==> config.mk <==
export PLATFORM = sky130hd
export DESIGN_NAME = sram_march_bist_ctrl
export DESIGN_NICKNAME = d
export VERILOG_FILES = /design/src/rtl/sram_march_bist_ctrl.sv
export SDC_FILE = /design/constraint.sdc
export NUM_CORES = 1
export LEC_CHECK = 0
export CORE_MARGIN = 1.5
export CORE_UTILIZATION = 40
export DETAILED_ROUTE_END_ITERATION = 12
export PLACE_DENSITY = 0.73
export SLEW_MARGIN = 10
export SYNTH_ARGS = -nofsm -noshare
export SYNTH_HDL_FRONTEND = slang
export SYNTH_SLANG_ARGS = --single-unit
==> constraint.sdc <==
create_clock -name clk -period 2.85 [get_ports clk]
set_clock_uncertainty 0.15 [all_clocks]
set_input_delay 0.57 -clock clk [delete_from_list [all_inputs] [get_ports clk]]
set_output_delay 0.57 -clock clk [all_outputs]
set_load 0.1 [all_outputs]
==> src/rtl/sram_march_bist_ctrl.sv <==
// March C- BIST sequencer driving a shared single-port bus to one of NUM_SRAMS macros.
// Records sticky per-macro fail flags and the first failing address/data since clear.
module sram_march_bist_ctrl #(
  parameter int                    ADDR_WIDTH   = 8,
  parameter int                    DATA_WIDTH   = 32,
  parameter int                    NUM_SRAMS    = 12,
  parameter int                    READ_LATENCY = 1,
  parameter logic [DATA_WIDTH-1:0] BG_PATTERN   = 32'h5555_5555
) (
  input  logic                  clk,
  input  logic                  resetn,
  input  logic                  start,
  input  logic [3:0]            sram_sel,
  input  logic [ADDR_WIDTH-1:0] addr_limit,
  input  logic                  clear_fail,
  output logic [NUM_SRAMS-1:0]  sram_csb,
  output logic                  sram_web,
  output logic [ADDR_WIDTH-1:0] sram_addr,
  output logic [DATA_WIDTH-1:0] sram_din,
  input  logic [DATA_WIDTH-1:0] sram_dout,
  output logic                  busy,
  output logic                  done,
  output logic [NUM_SRAMS-1:0]  fail_vec,
  output logic [ADDR_WIDTH-1:0] first_fail_addr,
  output logic [DATA_WIDTH-1:0] first_fail_data,
  output logic                  err
);

  localparam int WCW = $clog2(READ_LATENCY + 1);
  localparam logic [WCW-1:0] WAIT_LAST = WCW'((READ_LATENCY > 1) ? READ_LATENCY - 2 : 0);

  typedef enum logic [2:0] {
    S_IDLE, S_WR, S_RD, S_RWAIT, S_CMP, S_RWR, S_DONE
  } state_t;

  state_t                state_q, state_nxt;
  logic [2:0]            elem_q, elem_nxt;
  logic [ADDR_WIDTH-1:0] addr_q, addr_nxt;
  logic [ADDR_WIDTH-1:0] limit_q, limit_nxt;
  logic [NUM_SRAMS-1:0]  sel_oh_q, sel_oh_nxt;
  logic [WCW-1:0]        wcnt_q, wcnt_nxt;
  logic                  have_fail_q, have_fail_nxt;
  logic                  start_ok, start_bad, sel_valid, mismatch;
  logic                  access_nxt, write_nxt, busy_nxt;
  logic [NUM_SRAMS-1:0]  fail_vec_nxt;
  logic [ADDR_WIDTH-1:0] ffa_nxt;
  logic [DATA_WIDTH-1:0] ffd_nxt;
  logic                  err_nxt;

  // Elements 2 and 4 read the inverse background; elements 1 and 3 write it.
  function automatic logic [DATA_WIDTH-1:0] read_exp(input logic [2:0] e);
    return (e == 3'd2 || e == 3'd4) ? ~BG_PATTERN : BG_PATTERN;
  endfunction

  function automatic logic [DATA_WIDTH-1:0] write_dat(input logic [2:0] e);
    return (e == 3'd1 || e == 3'd3) ? ~BG_PATTERN : BG_PATTERN;
  endfunction

  assign sel_valid = int'({28'd0, sram_sel}) < NUM_SRAMS;
  assign mismatch  = (state_q == S_CMP) && (sram_dout != read_exp(elem_q));

  always_comb begin
    state_nxt  = state_q;
    elem_nxt   = elem_q;
    addr_nxt   = addr_q;
    limit_nxt  = limit_q;
    sel_oh_nxt = sel_oh_q;
    wcnt_nxt   = wcnt_q;
    start_ok   = 1'b0;
    start_bad  = 1'b0;
    case (state_q)
      S_IDLE: begin
        if (start) begin
          if (sel_valid) begin
            start_ok   = 1'b1;
            sel_oh_nxt = NUM_SRAMS'(1) << sram_sel;
            limit_nxt  = addr_limit;
            elem_nxt   = 3'd0;
            addr_nxt   = '0;
            state_nxt  = S_WR;
          end else begin
            start_bad = 1'b1;
            state_nxt = S_DONE;
          end
        end
      end
      S_WR: begin
        if (addr_q == limit_q) begin
          elem_nxt  = 3'd1;
          addr_nxt  = '0;
          state_nxt = S_RD;
        end else begin
          addr_nxt = addr_q + ADDR_WIDTH'(1);
        end
      end
      S_RD: begin
        wcnt_nxt  = '0;
        state_nxt = (READ_LATENCY > 1) ? S_RWAIT : S_CMP;
      end
      S_RWAIT: begin
        if (wcnt_q == WAIT_LAST) state_nxt = S_CMP;
        else wcnt_nxt = wcnt_q + WCW'(1);
      end
      S_CMP: begin
        // The final element is read-only, so the compare is its last op per address.
        if (elem_q == 3'd5) begin
          if (addr_q == '0) begin
            state_nxt = S_DONE;
          end else begin
            addr_nxt  = addr_q - ADDR_WIDTH'(1);
            state_nxt = S_RD;
          end
        end else begin
          state_nxt = S_RWR;
        end
      end
      S_RWR: begin
        state_nxt = S_RD;
        if (elem_q < 3'd3) begin
          if (addr_q == limit_q) begin
            elem_nxt = elem_q + 3'd1;
            addr_nxt = (elem_q == 3'd2) ? limit_q : '0;
          end else begin
            addr_nxt = addr_q + ADDR_WIDTH'(1);
          end
        end else begin
          if (addr_q == '0) begin
            elem_nxt = elem_q + 3'd1;
            addr_nxt = limit_q;
          end else begin
            addr_nxt = addr_q - ADDR_WIDTH'(1);
          end
        end
      end
      S_DONE:  state_nxt = S_IDLE;
      default: state_nxt = S_IDLE;
    endcase
  end

  assign access_nxt = (state_nxt == S_WR) || (state_nxt == S_RD) || (state_nxt == S_RWR);
  assign write_nxt  = (state_nxt == S_WR) || (state_nxt == S_RWR);
  assign busy_nxt   = (state_nxt != S_IDLE) && (state_nxt != S_DONE);

  // A mismatch in the same cycle as clear_fail is recorded as the new first failure.
  always_comb begin
    fail_vec_nxt  = fail_vec;
    ffa_nxt       = first_fail_addr;
    ffd_nxt       = first_fail_data;
    have_fail_nxt = have_fail_q;
    err_nxt       = err;
    if (clear_fail) begin
      fail_vec_nxt  = '0;
      ffa_nxt       = '0;
      ffd_nxt       = '0;
      have_fail_nxt = 1'b0;
      err_nxt       = 1'b0;
    end
    if (start_ok)  fail_vec_nxt = fail_vec_nxt & ~sel_oh_nxt;
    if (start_bad) err_nxt = 1'b1;
    if (mismatch) begin
      fail_vec_nxt = fail_vec_nxt | sel_oh_q;
      if (!have_fail_nxt) begin
        ffa_nxt       = addr_q;
        ffd_nxt       = sram_dout;
        have_fail_nxt = 1'b1;
      end
    end
  end

  always_ff @(posedge clk or negedge resetn) begin
    if (!resetn) begin
      state_q     <= S_IDLE;
      elem_q      <= '0;
      addr_q      <= '0;
      limit_q     <= '0;
      sel_oh_q    <= '0;
      wcnt_q      <= '0;
      have_fail_q <= 1'b0;
    end else begin
      state_q     <= state_nxt;
      elem_q      <= elem_nxt;
      addr_q      <= addr_nxt;
      limit_q     <= limit_nxt;
      sel_oh_q    <= sel_oh_nxt;
      wcnt_q      <= wcnt_nxt;
      have_fail_q <= have_fail_nxt;
    end
  end

  // Bus outputs are decoded from the next state so they line up with the state they serve.
  always_ff @(posedge clk or negedge resetn) begin
    if (!resetn) begin
      sram_csb        <= '1;
      sram_web        <= 1'b1;
      sram_addr       <= '0;
      sram_din        <= '0;
      busy            <= 1'b0;
      done            <= 1'b0;
      fail_vec        <= '0;
      first_fail_addr <= '0;
      first_fail_data <= '0;
      err             <= 1'b0;
    end else begin
      sram_csb        <= access_nxt ? ~sel_oh_nxt : '1;
      sram_web        <= ~write_nxt;
      sram_addr       <= addr_nxt;
      sram_din        <= write_nxt ? write_dat(elem_nxt) : sram_din;
      busy            <= busy_nxt;
      done            <= (state_nxt == S_DONE);
      fail_vec        <= fail_vec_nxt;
      first_fail_addr <= ffa_nxt;
      first_fail_data <= ffd_nxt;
      err             <= err_nxt;
    end
  end

endmodule

# Word-level counts from Yosys, hierarchy flattened
# Cells that the tools add are included.
# totals
reg_bits,136
input_bits,48
output_inout_bits,108
wordCells,114
# op_classes
add_sub_neg,4
n_lt_le_gt_ge,2
eq_ne,21
n_shift,1
muxes,51
bitwise_logic,4
n_reduce_logical,15
# op_table
operator,n
32-bit two-way mux,5
8-bit two-way mux,12
12-bit two-way mux,7
3-bit two-way mux,12
32-bit != test,1
8-bit one-hot mux with 4 select lines,1
"3-bit equality test, second input constant",6
3-bit one-hot mux with 6 select lines,1
"3-bit by 2-bit equality test with 1-bit output, second input constant",5
12-bit bitwise AND,1
12-bit inverter,1
12-bit OR,1
"1-bit by 4-bit left shift with 12-bit output, first input constant",1
1-bit two-way mux,11
"3-bit by 1-bit equality test with 1-bit output, second input constant",3
3-bit one-hot mux with 3 select lines,1
"8-bit by 1-bit adder with 8-bit output, second input constant",1
8-bit equality test,1
8-bit logical NOT,1
"8-bit by 1-bit subtractor with 8-bit output, second input constant",1
"2-bit != test, second input constant",3
1-bit logical OR,5
5-bit AND reduction,1
"4-bit less-than comparator, second input constant",1
13 further kinds,15

# Longest topological paths before layout
# logic_depth
depth_word,9
depth_mapped,12
ltp_nobuf,11

# Worst setup path after synthesis
# Ideal clock, no wire load.
# synth_path
kind,reg-to-reg
from,register sram_addr[4] (netlist name)
to,register sram_din[29]
t_arrival_ns,2.938
required_ns,2.579
slack_ns,-0.359
stages_incl_launch_ff,12
path_buffers,1
period_less_slack_ns,3.209
path_cell_list,dfrtp_1 clkbuf_1 xnor2_1 nand4_1 nor2_1 inv_1 ha_1 a32oi_1 o31ai_2 a21oi_1 a2111oi_4 a21o_1
# synth_rtl
element,line,source
"end signal, assigned",207,sram_din <= write_nxt ? write_dat(elem_nxt) : sram_din;
"end, declared",19,"output logic [DATA_WIDTH-1:0] sram_din,"

==> impl_metrics.csv <==
group,metric,value,unit
cts,worst_skew_pair.late_latency,0.34,ns
synthesis,synthArstFlopShare,100,%
placement,gp_congestion,0.924,
setup_path,end_kind,"flop",
synthesis,synth.top_cell.area_share,43.2,%
synthesis,synthTopCellsByArea,"dfrtp_1, a22o_1, dfstp_2, nand2_1, buf_4",
cells_and_area,antenna_cells,0,
timing,period_needed,2.61,ns
timing,tightest_pin_transition,0.488,ns
detailed_routing,drt-initial-drc-count,460,
cells_and_area,final_core_util,53.7,%
power_and_ir_drop,power.total,3.14,mW
floorplanning,std_cell_rows,42,
global_routing,antenna_found_initial,0,
detailed_routing,dr_total_vias,4587,
synthesis,synth.distinct_cells,59,
detailed_routing,drc_violation_count_after_routing,0,
setup_path,worst-path-max-fanout,11,
power_and_ir_drop,cellPowerDensity,446,mW/mm²
power_and_ir_drop,p_leak,3.36,nW
cells_and_area,nets,702,
global_routing,grt.met1_usage,29.7,%
synthesis,mapped_cell_area,0.00533,mm²
timing,timing.fmax,383,MHz
cells_and_area,num-fill-cells,1145,
setup_path,worst-endpoint-required,2.93,ns
floorplanning,initial_core_util,40.6,%
timing,final_min_period_over_clock_period,91.7,%
floorplanning,fp.dieH,118,µm
cells_and_area,multi_input_comb_area,0.00228,mm²
floorplanning,die_width,118,µm
synthesis,net_count_synth,569,
placement,preCtsSetupSlack,0.0255,ns
floorplanning,floorplan.die_area,0.0140,mm²
synthesis,synth_ff_type,"dfrtp_1",
timing,layout_setup_ws,0.236,ns
synthesis,yosys_warnings,0,
global_routing,use_met2,31.4,%
setup_path,crit-reg2reg-launch,"sram_addr[5]",
global_routing,global_route.usage.met3,3.81,%
cts,numClockSinks,105,
setup_path,crit-reg2reg-capture,"sram_din[29]",
detailed_routing,routed_wire_length_per_instance,17.2,µm
synthesis,synthDominantAreaCellType,"dfrtp_1",
global_routing,via_count_of_the_first_global_routing_pass,4293,
cts,postCtsSetupRepairBufs,0,
setup_path,cp.arrival,2.69,ns
synthesis,syn-instance-count,514,
global_routing,grt_overflow,0,
timing,rsz0062_at_grt,"false",
setup_path,reg2regPathDepth,11,
timing,finalSetupViolCount,0,
detailed_routing,ant_nets,0,
cells_and_area,layout.cell_area.non_filler,0.00705,mm²
power_and_ir_drop,max-vdd-ir-drop,0.244,mV
setup_path,endpoint,"sram_din[29]",
timing,finalHoldViolCount,0,
setup_path,critPathLaunchType,"flop",
setup_path,setup.worst_path.class,"reg -> reg",
timing,tightest_hold_margin,0.346,ns
cells_and_area,final_layout_size_suffix_gt1_share,29.8,%
placement,port_buffers,155,
timing,setup_tns,0,ns
placement,detailed_place.area,0.00675,mm²
cts,cts-htree-levels,3,
global_routing,wire_length_of_the_first_global_routing_pass,22.8,mm
detailed_routing,finalWirelength,14.3,mm
cts,clk_pin_slew_worst_paths,0.07,ns
placement,detailedPlacementHpwl,10.6,mm
floorplanning,io_pins,156,
cells_and_area,final-seq-area,0.00266,mm²
placement,placed_cells,811,
cells_and_area,flow.area_growth_from_synthesis,32.3,%
global_routing,grtUsageTotal,20.4,%
cells_and_area,finalNonFillerCells,828,
detailed_routing,viasPerCell,5.54,
cts,cts.path.max_buffers,2,
run_status,run_status,"complete, no violations",
run,drv_cap,0,
detailed_routing,drt_pass1_iterations,5,
cts,cts_buffers,9,
global_routing,largest_net_degree_at_the_start_of_global_routing,55,
timing,timing.final.max_slew_violations,0,
synthesis,synth.ff_latch_count,105,
cts,clock_tree_from_tritoncts,"yes",
cts,cts_root_buf,"clkbuf_16",
timing,max-slew-margin-rel,67.0,%
floorplanning,core_area,0.0131,mm²
synthesis,synth-edff-count,0,
synthesis,synth.avg_cell_area,10.4,µm²
setup_path,rrSetupSlack,0.24,ns
synthesis,share_of_synthesized_area_occupied_by_flip_flops_and_latches,49.6,%
worst_hold_path,class_of_the_most_critical_hold_timing_path,"reg -> reg",
setup_path,critPathLaunch,"sram_addr[5]",
global_routing,most_used_layer_global_route,"met2",
cell usage in the layout (no fill, tap or decap), types with 11 or more instances in the layout:
master / count
nand2_1: 67
nor4bb_1: 16
a22o_1: 40
a21oi_1: 22
nand3_1: 12
dfrtp_1: 84
nor3_1: 12
dfstp_2: 13
o21ai_0: 11
inv_1: 15
a32o_1: 12
clkdlybuf4s50_1: 46
nor2_1: 20
xnor2_1: 11
buf_4: 135
worst max-delay path, stage by stage (launching register included):
cell and delay [ns]:
dfrtp_4 0.48, buf_4 0.19, xnor2_1 0.18, nand4_1 0.15, nor2_1 0.16, inv_1 0.11, ha_1 0.29, a32oi_1 0.24
o31ai_2 0.11, a21oi_2 0.21, a2111oi_4 0.06, a21o_1 0.17
worst min-delay path by stage:
stage | start | end | depth (start not counted)
5_1_grt | sel_oh_q[0] | fail_vec[0] | 1
3_3_place_gp | resetn | first_fail_data[28] | 1
2_1_floorplan | resetn | async pin | 0
6_report | sel_oh_q[0] | fail_vec[0] | 1
4_1_cts | sel_oh_q[0] | fail_vec[0] | 1
3_5_place_dp | resetn | first_fail_data[23] | 1
timing repair:
action,CTS,global route
resized for setup,0,2
hold endpoints to repair,15,0
hold buffers,1,0
setup endpoints to repair,0,3
power by group:
group | internal (mW) | total, mW | switching [mW]
registers | 1.52 | 1.53 | 0.0144
clock network | 0.686 | 1.22 | 0.531
logic | 0.135 | 0.396 | 0.261
layer usage:
metal | vias up | share of wire (%)
li1 | 2111 | -
met1 | 2227 | 46
met2 | 231 | 45
met3 | 18 | 7.8
met4 | 0 | 1.1
met5 | - | 0
registers in the layout, summed over array words and instances, names as in the netlist, named ones only:
name             cells
sram_din             2
have_fail_q          1
done                 1
busy                 1
fail_vec            12
sram_csb            12
first_fail_data     32
state_q              3
err                  1
limit_q              8
sel_oh_q            12
first_fail_addr      8
sram_addr            8
sram_web             1
elem_q               2
synth_stat cells (all sizes together) (7+ instances only):
master   n
buf     39
mux2     8
inv     15
o21ai   13
nand2b   9
nand3   12
a32o    12
a31oi    7
ha       7
a21oi   24
xnor2   11
nand4    7
dfrtp   92
clkbuf  24
nor3    12
a22o    40
nor2    20
dfstp   13
nand2   68
nor4bb  16
final cells by class:
cell class | instances | area share [%]
multi-input cells | 331 | 32.3
clock inverters | 4 | 0.745
flip-flops and latches | 105 | 37.8
inverters | 15 | 0.798
repair buffers | 185 | 21.9
well taps | 176 | 3.12
clock buffers | 12 | 3.35
cell families (layout without fill, tap and decap cells):
| family | Yosys count | in the layout | share of synthesized area [%] |
|---|---|---|---|
| buf+inv | 78 | 216 | 8.14 |
| xor+xnor | 14 | 14 | 2.30 |
| mux | 11 | 11 | 2.25 |
| simple gates | 174 | 174 | 17.6 |
| flops | 105 | 105 | 49.6 |
| fa+ha+maj | 7 | 7 | 1.64 |
| compound gates | 125 | 125 | 18.5 |
No activity file was read; power rests on OpenSTA's default activity.
